File: src/rtl/cpu_pkg.sv
// Shared fetch-stage types and constants: FSM state encoding, reset PC,
// bubble instruction and the J-type target helper.
package cpu_pkg;

    typedef enum logic [1:0] {
        IDLE = 2'd0,
        WAIT = 2'd1,
        DROP = 2'd2
    } fetch_state_t;

    localparam logic [31:0] RESET_PC = 32'hBFC0_0000;
    localparam logic [31:0] NOP      = 32'h0000_0000;

    // j/jal target: upper nibble of the delay-slot PC plus the 26-bit index
    function automatic logic [31:0] jump_target(input logic [31:0] pc4,
                                                input logic [31:0] instr);
        return {pc4[31:28], instr[25:0], 2'b00};
    endfunction

endpackage

File: src/rtl/fetch_skid_buf.sv
// One-entry skid buffer for a fetched instruction and its PC+4. Catches a
// bus response that arrives while ID is stalled. Clear beats write beats read.
module fetch_skid_buf
    import cpu_pkg::*;
(
    input  logic        clk_i,
    input  logic        rst_i,
    input  logic        wr_i,
    input  logic [31:0] wr_instr_i,
    input  logic [31:0] wr_pc4_i,
    input  logic        rd_i,
    input  logic        clr_i,
    output logic        valid_o,
    output logic [31:0] instr_o,
    output logic [31:0] pc4_o
);

    logic        valid_q, valid_d;
    logic [31:0] instr_q, instr_d;
    logic [31:0] pc4_q,   pc4_d;

    // next entry contents
    always_comb begin
        valid_d = valid_q;
        instr_d = instr_q;
        pc4_d   = pc4_q;
        if (clr_i) begin
            valid_d = 1'b0;
        end else if (wr_i) begin
            valid_d = 1'b1;
            instr_d = wr_instr_i;
            pc4_d   = wr_pc4_i;
        end else if (rd_i) begin
            valid_d = 1'b0;
        end
    end

    // entry registers
    always_ff @(posedge clk_i or negedge rst_i) begin
        if (!rst_i) begin
            valid_q <= 1'b0;
            instr_q <= NOP;
            pc4_q   <= 32'h0;
        end else begin
            valid_q <= valid_d;
            instr_q <= instr_d;
            pc4_q   <= pc4_d;
        end
    end

    assign valid_o = valid_q;
    assign instr_o = instr_q;
    assign pc4_o   = pc4_q;

endmodule

File: src/rtl/fetch_stage.sv
// MIPS IF stage: fetch PC, single-outstanding SRAM-like instruction bus,
// IF/ID register, delay-slot aware redirects and CP0 flushes.
// Optional macro FETCH_ADEL_CHECK_EN: misaligned fetch raises AdEL into ID
// instead of issuing a bus request.
//
// state | meaning
// ------+-----------------------------------------------------------
// IDLE  | no request outstanding; request when the skid is empty
// WAIT  | request accepted, waiting for its read data
// DROP  | request accepted before a flush; its data is discarded
module fetch_stage #(
    parameter logic [31:0] RESET_PC  = cpu_pkg::RESET_PC,
    parameter logic [31:0] NOP_INSTR = cpu_pkg::NOP
) (
    input  logic        clk_i,
    input  logic        rst_i,
    output logic        inst_req_o,
    output logic [31:0] inst_addr_o,
    input  logic        inst_addr_ok_i,
    input  logic        inst_data_ok_i,
    input  logic [31:0] inst_rdata_i,
    input  logic        id_stall_i,
    input  logic        do_branch_i,
    input  logic [31:0] branch_addr_i,
    input  logic        jump_flag_i,
    input  logic        jr_flag_i,
    input  logic [31:0] jr_addr_i,
    input  logic        flush_i,
    input  logic [31:0] flush_pc_i,
    output logic [31:0] id_instr_o,
    output logic [31:0] id_pc4_o,
    output logic        id_valid_o
`ifdef FETCH_ADEL_CHECK_EN
    ,
    output logic        id_adel_o,
    output logic [31:0] id_badvaddr_o
`endif
);

    import cpu_pkg::*;

    fetch_state_t state_q, state_d;

    logic [31:0] pc_q,        pc_d;
    logic [31:0] target_q,    target_d;
    logic [31:0] ds_addr_q,   ds_addr_d;
    logic [31:0] req_pc4_q,   req_pc4_d;
    logic        redirect_pending_q, redirect_pending_d;
    logic        req_en_q,    req_en_d;

    logic [31:0] id_instr_q,  id_instr_d;
    logic [31:0] id_pc4_q,    id_pc4_d;
    logic        id_valid_q,  id_valid_d;

    logic        skid_valid, skid_wr, skid_rd;
    logic [31:0] skid_instr, skid_pc4;

    logic        use_target;
    logic [31:0] req_addr, req_aligned;
    logic        req_ok, addr_hs, rsp_valid, ifid_open;
    logic        redirect_fire;
    logic [31:0] redirect_tgt;

`ifdef FETCH_ADEL_CHECK_EN
    logic        halt_q,      halt_d;
    logic        id_adel_q,   id_adel_d;
    logic [31:0] id_badvaddr_q, id_badvaddr_d;
    logic        adel_hit;
`endif

    // issue address selection and request qualification
    always_comb begin
        // the delay slot goes out first; once pc_q has moved past it, the target
        use_target  = redirect_pending_q && (pc_q != ds_addr_q);
        req_addr    = use_target ? target_q : pc_q;
        req_aligned = req_addr & ~32'h0000_0003;
`ifdef FETCH_ADEL_CHECK_EN
        adel_hit = req_en_q && (state_q == IDLE) && !skid_valid && !halt_q
                   && (req_addr[1:0] != 2'b00);
        req_ok   = req_en_q && (state_q == IDLE) && !skid_valid && !halt_q
                   && (req_addr[1:0] == 2'b00);
`else
        req_ok   = req_en_q && (state_q == IDLE) && !skid_valid;
`endif
        addr_hs       = req_ok && inst_addr_ok_i;
        rsp_valid     = inst_data_ok_i && (state_q == WAIT);
        ifid_open     = !id_valid_q || !id_stall_i;
        redirect_fire = id_valid_q && !id_stall_i
                        && (do_branch_i || jump_flag_i || jr_flag_i);
        if (jr_flag_i) begin
            redirect_tgt = jr_addr_i;
        end else if (jump_flag_i) begin
            redirect_tgt = jump_target(id_pc4_q, id_instr_q);
        end else begin
            redirect_tgt = branch_addr_i;
        end
    end

    assign inst_req_o = req_ok;
`ifdef FETCH_ADEL_CHECK_EN
    assign inst_addr_o = req_addr;
`else
    assign inst_addr_o = req_aligned;
`endif

    // bus FSM next state; a flush that coincides with the data beat finishes
    // the transaction outright since nothing is left to drop
    always_comb begin
        state_d = state_q;
        case (state_q)
            IDLE: if (addr_hs) state_d = flush_i ? DROP : WAIT;
            WAIT: begin
                if (inst_data_ok_i)  state_d = IDLE;
                else if (flush_i)    state_d = DROP;
            end
            DROP: if (inst_data_ok_i) state_d = IDLE;
            default: state_d = IDLE;
        endcase
    end

    // response routing into the skid: only when IF/ID cannot take it directly
    always_comb begin
        skid_wr = rsp_valid && !flush_i && !(ifid_open && !skid_valid);
        skid_rd = ifid_open && skid_valid && !flush_i;
    end

    // IF/ID register: skid first, then bus data, otherwise a bubble
    always_comb begin
        id_instr_d = id_instr_q;
        id_pc4_d   = id_pc4_q;
        id_valid_d = id_valid_q;
`ifdef FETCH_ADEL_CHECK_EN
        id_adel_d     = id_adel_q;
        id_badvaddr_d = id_badvaddr_q;
        halt_d        = halt_q;
`endif
        if (flush_i) begin
            id_valid_d = 1'b0;
            id_instr_d = NOP_INSTR;
`ifdef FETCH_ADEL_CHECK_EN
            id_adel_d  = 1'b0;
            halt_d     = 1'b0;
`endif
        end else if (ifid_open) begin
`ifdef FETCH_ADEL_CHECK_EN
            id_adel_d = 1'b0;
`endif
            if (skid_valid) begin
                id_valid_d = 1'b1;
                id_instr_d = skid_instr;
                id_pc4_d   = skid_pc4;
            end else if (rsp_valid) begin
                id_valid_d = 1'b1;
                id_instr_d = inst_rdata_i;
                id_pc4_d   = req_pc4_q;
            end else begin
                id_valid_d = 1'b0;
                id_instr_d = NOP_INSTR;
`ifdef FETCH_ADEL_CHECK_EN
                // misaligned fetch: hand ID a faulting bubble and stop fetching
                if (adel_hit) begin
                    id_adel_d     = 1'b1;
                    id_badvaddr_d = req_addr;
                    halt_d        = 1'b1;
                end
`endif
            end
        end
    end

    // fetch PC and redirect bookkeeping
    always_comb begin
        pc_d               = pc_q;
        target_d           = target_q;
        ds_addr_d          = ds_addr_q;
        req_pc4_d          = req_pc4_q;
        redirect_pending_d = redirect_pending_q;
        req_en_d           = 1'b1;
        if (flush_i) begin
            pc_d               = flush_pc_i;
            redirect_pending_d = 1'b0;
        end else begin
            if (addr_hs) begin
                pc_d      = req_aligned + 32'd4;
                req_pc4_d = req_aligned + 32'd4;
                if (use_target) redirect_pending_d = 1'b0;
            end
            if (redirect_fire) begin
                target_d           = redirect_tgt;
                ds_addr_d          = id_pc4_q;
                redirect_pending_d = 1'b1;
            end
        end
    end

    // state registers
    always_ff @(posedge clk_i or negedge rst_i) begin
        if (!rst_i) begin
            state_q            <= IDLE;
            pc_q               <= RESET_PC;
            target_q           <= 32'h0;
            ds_addr_q          <= 32'h0;
            req_pc4_q          <= 32'h0;
            redirect_pending_q <= 1'b0;
            req_en_q           <= 1'b0;
            id_instr_q         <= NOP_INSTR;
            id_pc4_q           <= 32'h0;
            id_valid_q         <= 1'b0;
        end else begin
            state_q            <= state_d;
            pc_q               <= pc_d;
            target_q           <= target_d;
            ds_addr_q          <= ds_addr_d;
            req_pc4_q          <= req_pc4_d;
            redirect_pending_q <= redirect_pending_d;
            req_en_q           <= req_en_d;
            id_instr_q         <= id_instr_d;
            id_pc4_q           <= id_pc4_d;
            id_valid_q         <= id_valid_d;
        end
    end

`ifdef FETCH_ADEL_CHECK_EN
    // address-error registers
    always_ff @(posedge clk_i or negedge rst_i) begin
        if (!rst_i) begin
            halt_q        <= 1'b0;
            id_adel_q     <= 1'b0;
            id_badvaddr_q <= 32'h0;
        end else begin
            halt_q        <= halt_d;
            id_adel_q     <= id_adel_d;
            id_badvaddr_q <= id_badvaddr_d;
        end
    end

    assign id_adel_o     = id_adel_q;
    assign id_badvaddr_o = id_badvaddr_q;
`endif

    fetch_skid_buf u_skid (
        .clk_i      (clk_i),
        .rst_i      (rst_i),
        .wr_i       (skid_wr),
        .wr_instr_i (inst_rdata_i),
        .wr_pc4_i   (req_pc4_q),
        .rd_i       (skid_rd),
        .clr_i      (flush_i),
        .valid_o    (skid_valid),
        .instr_o    (skid_instr),
        .pc4_o      (skid_pc4)
    );

    assign id_instr_o = id_instr_q;
    assign id_pc4_o   = id_pc4_q;
    assign id_valid_o = id_valid_q;

endmodule

File: config.mk
export PLATFORM = sky130hd
export DESIGN_NAME = fetch_stage
export DESIGN_NICKNAME = d
export VERILOG_FILES = /design/src/rtl/cpu_pkg.sv /design/src/rtl/fetch_skid_buf.sv /design/src/rtl/fetch_stage.sv
export SDC_FILE = /design/constraint.sdc
export NUM_CORES = 1
export LEC_CHECK = 0
export BUFFER_PORTS_ARGS = -buffer_cell sky130_fd_sc_hd__buf_2
export CAP_MARGIN = 20
export CORE_ASPECT_RATIO = 0.5
export CORE_UTILIZATION = 51
export CTS_CLUSTER_SIZE = 40
export DETAILED_ROUTE_END_ITERATION = 10
export GPL_TIMING_DRIVEN = 0
export PLACE_DENSITY = 0.8
export SKIP_LAST_GASP = 1
export SLEW_MARGIN = 20
export SYNTH_ARGS = -nofsm -noshare
export SYNTH_HDL_FRONTEND = slang
export SYNTH_SLANG_ARGS = --single-unit
File: constraint.sdc
create_clock -name clk_i -period 5.6 [get_ports clk_i]
set_clock_uncertainty 0.05 [all_clocks]
set_input_delay 0.56 -clock clk_i [delete_from_list [all_inputs] [get_ports clk_i]]
set_output_delay 0.56 -clock clk_i [all_outputs]
set_load 0.01 [all_outputs]
# == After elaboration in Yosys (flattened, before gate mapping) ==
# Cells that the tools add are included.
# classes
n_addsub,1
mux,28
n_reduce_logical,33
bitwise,1
n_eq_ne,6
# op_table
op,n
$mux W32,11
$add A32 B3 Y32 const B,1
$ne A32 B32 Y1,1
$logic_and A1 B1 Y1,12
$mux W1,11
$mux W2,5
$reduce_bool A3 Y1,3
$reduce_and A2 Y1,4
$pmux W2 S3,1
$reduce_and A3 Y1,2
$reduce_bool A2 Y1,3
$logic_not A1 Y1,5
$ne A2 B2 Y1 const B,2
$logic_or A1 B1 Y1,3
$ne A3 B3 Y1 const B,1
$eq A2 B1 Y1 const B,1
$eq A2 B2 Y1 const B,1
$logic_not A2 Y1,1
$not A1 Y1,1
# totals
reg_bits,262
out_inout_bits,98
elab_cells,82
in_bits,137

# == Longest topological paths before layout ==
# Gate-level depths: netlist (run 1).
# logic_depth
word_depth,7
depth_mapped,17
depth_no_buf,12

# == By module ==
# From an unflattened synthesis (run 1), not the netlist that was laid out.
# hier_totals
hier_cells,1160
area_unflattened_um2,12872.3
# by_module_without_submodules
module,cells_per_inst,seq_area_each_um2,instances,area_per_inst_um2
fetch_stage,1020,4840.9,1,10131.0
fetch_skid_buf,140,1626.6,1,2741.4

# == Worst setup path before layout (run 1) ==
# Ideal clock, no wire load.
# synth_timing
kind,register to register
start,register pc_q[23]
end,register pc_q[30]
arrival_time_ps,3643
setup_ps,141
period_less_slack_ps,3834
stages_incl_launch_ff,17
path_buffers,5
slack_ps,1766
required_time_ps,5409
cell_sequence,dfstp_2 buf_2 xor2_1 nor4_1 nand4_1 o41ai_1 buf_4 buf_4 mux2_2 ha_1 clkbuf_1 nand4_2 or2_2 clkbuf_1 o31a_1 o311ai_1 nand3_1
# synth_between
elab_chain_cells,6
# synth_lines
element,line,source
from (decl),fetch_stage.sv:44,"logic [31:0] pc_q, pc_d;"
from (signal assigned),fetch_stage.sv:211,pc_q <= pc_d;
$ne A32 B32 Y1,fetch_stage.sv:74,use_target = redirect_pending_q && (pc_q != ds_addr_q);
$logic_and A1 B1 Y1,fetch_stage.sv:74,
$mux W32,fetch_stage.sv:75,req_addr = use_target ? target_q : pc_q;
via inst_addr_o[3],fetch_stage.sv:18,"output logic [31:0] inst_addr_o,"
$add A32 B3 Y32,fetch_stage.sv:184,pc_d = req_aligned + 32'd4;
$mux W32,fetch_stage.sv:183,if (addr_hs) begin
$mux W32,fetch_stage.sv:179,if (flush_i) begin
# The timed path passes the listed nets, and every way through them passes these cells. The select of a mux whose other input is x is not followed.
# A chain may end at the register's enable or synchronous reset.

# == Worst setup path in the final report (run 1) ==
# layout_timing
start,register pc_q[9]
end,register req_pc4_q[22]
# layout_between
elab_chain_cells,4
# layout_lines
element,line,source
$ne A32 B32 Y1,fetch_stage.sv:74,
$logic_and A1 B1 Y1,fetch_stage.sv:74,
$mux W32 *,fetch_stage.sv:75,
$add A32 B3 Y32 *,fetch_stage.sv:185,req_pc4_d = req_aligned + 32'd4;
to (signal assigned),fetch_stage.sv:214,req_pc4_q <= req_pc4_d;
to (decl),fetch_stage.sv:47,"logic [31:0] req_pc4_q, req_pc4_d;"
# Mark *: on every way between the ends. The rest lies on a longest branch, timed or not.

==> reports/metrics.yaml, run 1 <==
synth_edf_count: 0
crit_start: "pc_q[9]$_DFFE_PN0P_"
grt_pass1_vias: 10390
cts.sinks: 252
place_area_sq_um: 14300
r2r_setup_slack_ns: 0.82
place_hpwl_um: 29080
antenna_left: 0
drv_slew: 0
ctsHoldBuffers: 0
final_common_cell: "dfrtp_1"
fp.dieW_um: 224.9
rsz0062_at_grt: "false"
powerDensity_nw_per_um2: 324.2
p_leak_nw: 7.179
min_path_type: "in2async"
setup-violations-final: 0
post_cts_buffers: 0
grt_start_max_net_pins: 99
nets: 1620
critPathCaptureType: "flip-flop"
gp_congestion: 0.9404
dr_total_vias: 10550
drtIter0Drc: 967
worstSetupStartpointType: "flip-flop"
cts_tree: "done"
die_h_um: 113.5
r2r-end: "req_pc4_q[22]$_DFFE_PN0P_"
grt_pass1_wl_um: 59690
portBuffers: 223
path_class: "reg2reg"
r2r_cells: 17
status: "finished, final reports clean"
dr.pass1.iters: 5
cts.path.max_buffers: 3
period_share_pct: 85.31
gr-total-overflow: 0
post-route-min-period_ns: 4.777
fin_util_pct: 62.00
htree_levels: 1
fp.dieArea_sq_um: 25520
yosysUniqueCellTypes: 49
fin_area_sq_um: 14990
insertion_delay_ns: 0.52
initial_core_util_pct: 52.43
ys_ff_latch: 252
yosysWarningCount: 0
core_sq_um: 24170
ys_seq_area_share_pct: 49.85
crit_chain: "buf_2 -> xor2_1 -> nor4_1 -> nand4_1 -> o41ai_1 -> buf_4 -> buf_4 -> mux2_2 -> ha_1 -> clkbuf_1 -> and3_1 -> clkbuf_1 -> and2_1 -> nand4_1 -> xor2_1 -> mux2_2 -> o21ai_0"
mostFrequentLayoutCells: "243 x dfrtp_1, 234 x buf_2, 200 x nand2_1, 125 x mux2_2, 113 x o21ai_0"
clk_pin_slew_worst_paths_ns: 0.07
antenna_cells: 0
syn_inst: 1228
critPathArrivalTime_ns: 5.16
syn_area_sq_um: 12670
syn2layout_area_growth_pct: 18.26
max_cap_violations: 0
ir_drop_v: 0.0001578
cp_max_fo: 10
drive_gt1_share_pct: 28.58
slew_headroom_pct: 35.50
wirelength_um: 38620
post-route-drc-count: 0
synthFlopType: "dfrtp_1"
ios: 235
worstMarginPinSlew_ns: 0.9675
via_per_inst: 5.766
fmax_ghz: 0.2093
hold_viol_final: 0
cts_resized: 0
routedWlPerCell_um: 21.10
timing.rr.start: "pc_q[9]$_DFFE_PN0P_"
avgSynthCellArea_sq_um: 10.32
async_flop_share_pct: 100.0
antenna_found_initial: 0
grt_usage_pct: 30.58
root_buffer: "clkbuf_16"
cp.required_ns: 5.99
slowest_stage: "nor4_1"
rows: 40
max_stage_delay_ns: 0.43
numCtsBuffers: 23
critical path, delay by kind of cell (launching register included):
kind | cells | cell delay (ns)
simple gates | 5 | 1.40
flops | 1 | 0.37
mux | 2 | 0.51
xor+xnor | 2 | 0.37
compound gates | 2 | 0.51
fa+ha+maj | 1 | 0.13
buf+inv | 5 | 1.36
Yosys cell counts (11+ instances only):
library cell	number	area, sq um
dfrtp_1	243	6081
o21ai_1	11	55.05
mux2_2	125	1408
mux2i_1	78	780.8
xor2_1	49	429.2
a22oi_1	32	240.2
nand3_1	29	145.1
nand2_1	200	750.7
nand4_1	17	106.4
xnor2_1	33	289.0
a21oi_1	57	285.3
buf_2	12	60.06
and3_1	21	131.4
a2bb2oi_1	13	113.9
nor2_1	43	161.4
o21ai_0	113	565.5
clkbuf_1	66	247.7
routing by layer:
metal	part of all wire (%)	vias up	wire, um	global-route usage [%]
met5	0	-	0	0
met4	2.7	0	1050	8.753
met3	7.2	75	2770	6.105
met2	45	416	17530	47.51
met1	45	5265	17270	43.71
li1	-	4796	-	-
worst max path at each step:
stage                                     to  cells after the start
6_report           req_pc4_q[22]$_DFFE_PN0P_                     17
4_1_cts                 pc_q[30]$_DFFE_PN0P_                     16
2_1_floorplan           pc_q[30]$_DFFE_PN0P_                     16
5_1_grt                 pc_q[22]$_DFFE_PN1P_                     17
3_5_place_dp            pc_q[30]$_DFFE_PN0P_                     16
3_3_place_gp   u_skid.instr_o[6]$_DFFE_PN0P_                      1
sequential cells by signal, summed over array words and instances, names as in the netlist:
name	flops
id_pc4_o	30
state_q	2
req_en_q	1
ds_addr_q	30
id_valid_o	1
u_skid.instr_o	32
req_pc4_q	30
redirect_pending_q	1
u_skid.valid_o	1
id_instr_o	32
u_skid.pc4_o	30
target_q	30
pc_q	32
cells by family after synthesis:
logic type / count (synthesis) / synth area share, %
other cells: 2 / 0.05926
simple gates: 346 / 12.39
mux: 205 / 17.50
fa+ha+maj: 1 / 0.09871
buf+inv: 100 / 3.534
flops: 252 / 49.85
xor+xnor: 82 / 5.667
compound gates: 240 / 10.90
power by group:
part           internal (mW)  switching (mW)  leakage, nW
Clock                  0.837           0.670        0.342
Combinational          0.413           0.521         3.52
Sequential              2.10           0.315         3.32
Total                   3.35            1.51         7.18
area by class of cell:
type	instances	area, sq um
Timing Repair Buffer	226	1189
Multi-Input combinational cell	879	5924
Clock inverter	5	50.05
Tap cell	336	420.4
Sequential cell	252	6317
Fill cell	1950	9185
Inverter	5	18.77
Buffer	95	429.2
Clock buffer	32	639.4
through the flow:
stage	cells	power, mW	TNS, ns	setup WS, ns	hold slack (ns)
2_1_floorplan	1231	2.879	0	1.766	0.2144
3_5_place_dp	1793	3.364	0	0.9637	0.4235
6_report	1830	4.859	0	0.8228	0.003441
5_1_grt	1830	5.084	0	0.6585	0.07006
4_1_cts	1830	4.867	0	0.9290	0.03923
3_3_place_gp	1790	3.311	-82.75	-0.3768	0.4161
No activity file was read; power rests on OpenSTA's default activity.
==> inputs of run 2 (changes only) <==
- CORE_UTILIZATION: 51 -> 40
- PLACE_DENSITY: 0.8 -> 0.67
==> reports/metrics.yaml, run 2 (synthesis results as in run 1) <==
cp_max_fo: 10  # unchanged
worstMarginPinSlew_ns: 0.9304  # -0.03715 ns
drive_gt1_share_pct: 28.63  # +0.048 points
cts.sinks: 252  # unchanged
place_hpwl_um: 28770  # -1.1%
powerDensity_nw_per_um2: 329.1  # +1.5%
nets: 1623  # +0.19%
routedWlPerCell_um: 19.84  # -6.0%
p_leak_nw: 7.232  # +0.75%
fin_area_sq_um: 15230  # +1.6%
wirelength_um: 38280  # -0.87%
grt_pass1_vias: 9907  # -4.7%
dr.pass1.iters: 5  # unchanged
cp.required_ns: 5.95  # -0.04 ns
post-route-min-period_ns: 4.614  # -0.1630 ns
htree_levels: 1  # unchanged
worstSetupStartpointType: "flip-flop"
hold_viol_final: 0  # unchanged
post-route-drc-count: 0  # unchanged
period_share_pct: 82.40  # -2.9 points
cts.path.max_buffers: 3  # unchanged
post_cts_buffers: 0  # unchanged
core_sq_um: 30740  # +27%
slew_headroom_pct: 37.97  # +2.5 points
timing.rr.start: "pc_q[23]$_DFFE_PN1P_"
portBuffers: 223  # unchanged
numCtsBuffers: 25  # +8.7%
final_common_cell: "dfrtp_1"
dr_total_vias: 10140  # -4.0%
gp_congestion: 0.9371  # -0.35%
crit_start: "pc_q[23]$_DFFE_PN1P_"
via_per_inst: 5.254  # -8.9%
gr-total-overflow: 0  # unchanged
ios: 235  # unchanged
place_area_sq_um: 14410  # +0.76%
finalPower_mw: 5.013  # +3.2%
max_cap_violations: 0  # unchanged
rsz0062_at_grt: "false"
setup-violations-final: 0  # unchanged
die_h_um: 127.9  # +13%
antenna_left: 0  # unchanged
critPathArrivalTime_ns: 4.96  # -0.20 ns
antenna_found_initial: 5  # +5
ir_drop_v: 0.0002106  # +34%
grt_start_max_net_pins: 103  # +4.0%
syn2layout_area_growth_pct: 20.18
fmax_ghz: 0.2167  # +3.5%
worstHoldStart: "flush_pc_i[3]"
min_path_type: "in2reg"
grt_usage_pct: 23.78  # -6.8 points
rows: 45  # +13%
drv_slew: 0  # unchanged
fp.dieW_um: 253.7  # +13%
root_buffer: "clkbuf_16"
critPathCaptureType: "flip-flop"
status: "finished, final reports clean"
fp.dieArea_sq_um: 32440  # +27%
clk_pin_slew_worst_paths_ns: 0.07  # about the same
path_class: "reg2reg"
cts_tree: "done"
insertion_delay_ns: 0.54  # +0.02 ns
fin_util_pct: 49.54  # -12 points
initial_core_util_pct: 41.23  # -11 points
drtIter0Drc: 825  # -15%
cts_resized: 0  # unchanged
grt_pass1_wl_um: 58620  # -1.8%
mostFrequentLayoutCells: "243 x dfrtp_1, 234 x buf_2, 200 x nand2_1, 125 x mux2_2, 113 x o21ai_0"
run 2: area by class of cell:
cell class,instances,area [sq um]
clock inverters,5,85.08
diodes,4,10.01
clock buffers,39,718.2
plain buffers,95,429.2
flip-flops and latches,252,6317
fillers,2879,15510
inverters,5,18.77
multi-input cells,879,5924
well taps,423,529.3
repair buffers,227,1199
run 2: final timing paths:
| check | to | slack [ns] | depth (start not counted) |
|---|---|---|---|
| min reg2reg | id_instr_o[28]$_DFFE_PN0P_ | 0.44 | 2 |
| min in group asynchronous | pc_q[6]$_DFFE_PN0P_ | 0.57 | 2 |
| max in group asynchronous | id_pc4_o[23]$_DFFE_PN0P_ | 4.01 | 3 |
| max reg2reg | pc_q[30]$_DFFE_PN0P_ | 0.99 | 16 |
| max | pc_q[30]$_DFFE_PN0P_ | 0.99 | 16 |
| min | pc_q[3]$_DFFE_PN0P_ | 0.19 | 3 |
run 2: stage by stage:
step	hold slack (ns)	setup TNS, ns	std cells	setup slack (ns)
floorplan	0.2144	0	1231	1.766
global placement	0.4097	-154.89	1877	-0.6481
detailed placement	0.4205	0	1880	1.029
CTS	0.1668	0	1925	0.9995
global route	0.2003	0	1929	0.6994
finish	0.1878	0	1929	0.9858
run 2: timing repair:
item / CTS / global route
hold buffers: 1 / 0
endpoints found under the hold margin: 9 / 0
endpoints found under the setup margin: 0 / 0
run 2: routing by layer:
| metal | wire (um) | track usage, % | vias up | share of wire [%] |
|---|---|---|---|---|
| li1 | - | - | 4813 | - |
| met1 | 17540 | 33.15 | 4986 | 46 |
| met2 | 17630 | 38.16 | 265 | 46 |
| met3 | 1767 | 3.208 | 71 | 4.6 |
| met4 | 1346 | 8.398 | 0 | 3.5 |
| met5 | 0 | 0 | - | 0 |
run 2: worst max-delay path, stage by stage (launching register included):
cell      delay [ns]
dfstp_2         0.51
buf_2           0.18
xor2_1          0.10
nor4_1          0.33
nand4_1         0.22
o41ai_1         0.41
buf_4           0.27
buf_4           0.24
mux2_2          0.20
ha_1            0.13
clkbuf_1        0.28
nand4_2         0.23
or2_2           0.32
clkbuf_1        0.17
o31a_1          0.30
o311ai_1        0.40
nand3_1         0.12
run 2: power breakdown:
| group | switching, mW | leakage, nW | total [mW] | internal (mW) |
|---|---|---|---|---|
| clock | 0.715 | 0.391 | 1.69 | 0.975 |
| sequential | 0.299 | 3.32 | 2.40 | 2.10 |
| combinational | 0.508 | 3.52 | 0.921 | 0.413 |
| total | 1.52 | 7.23 | 5.01 | 3.49 |
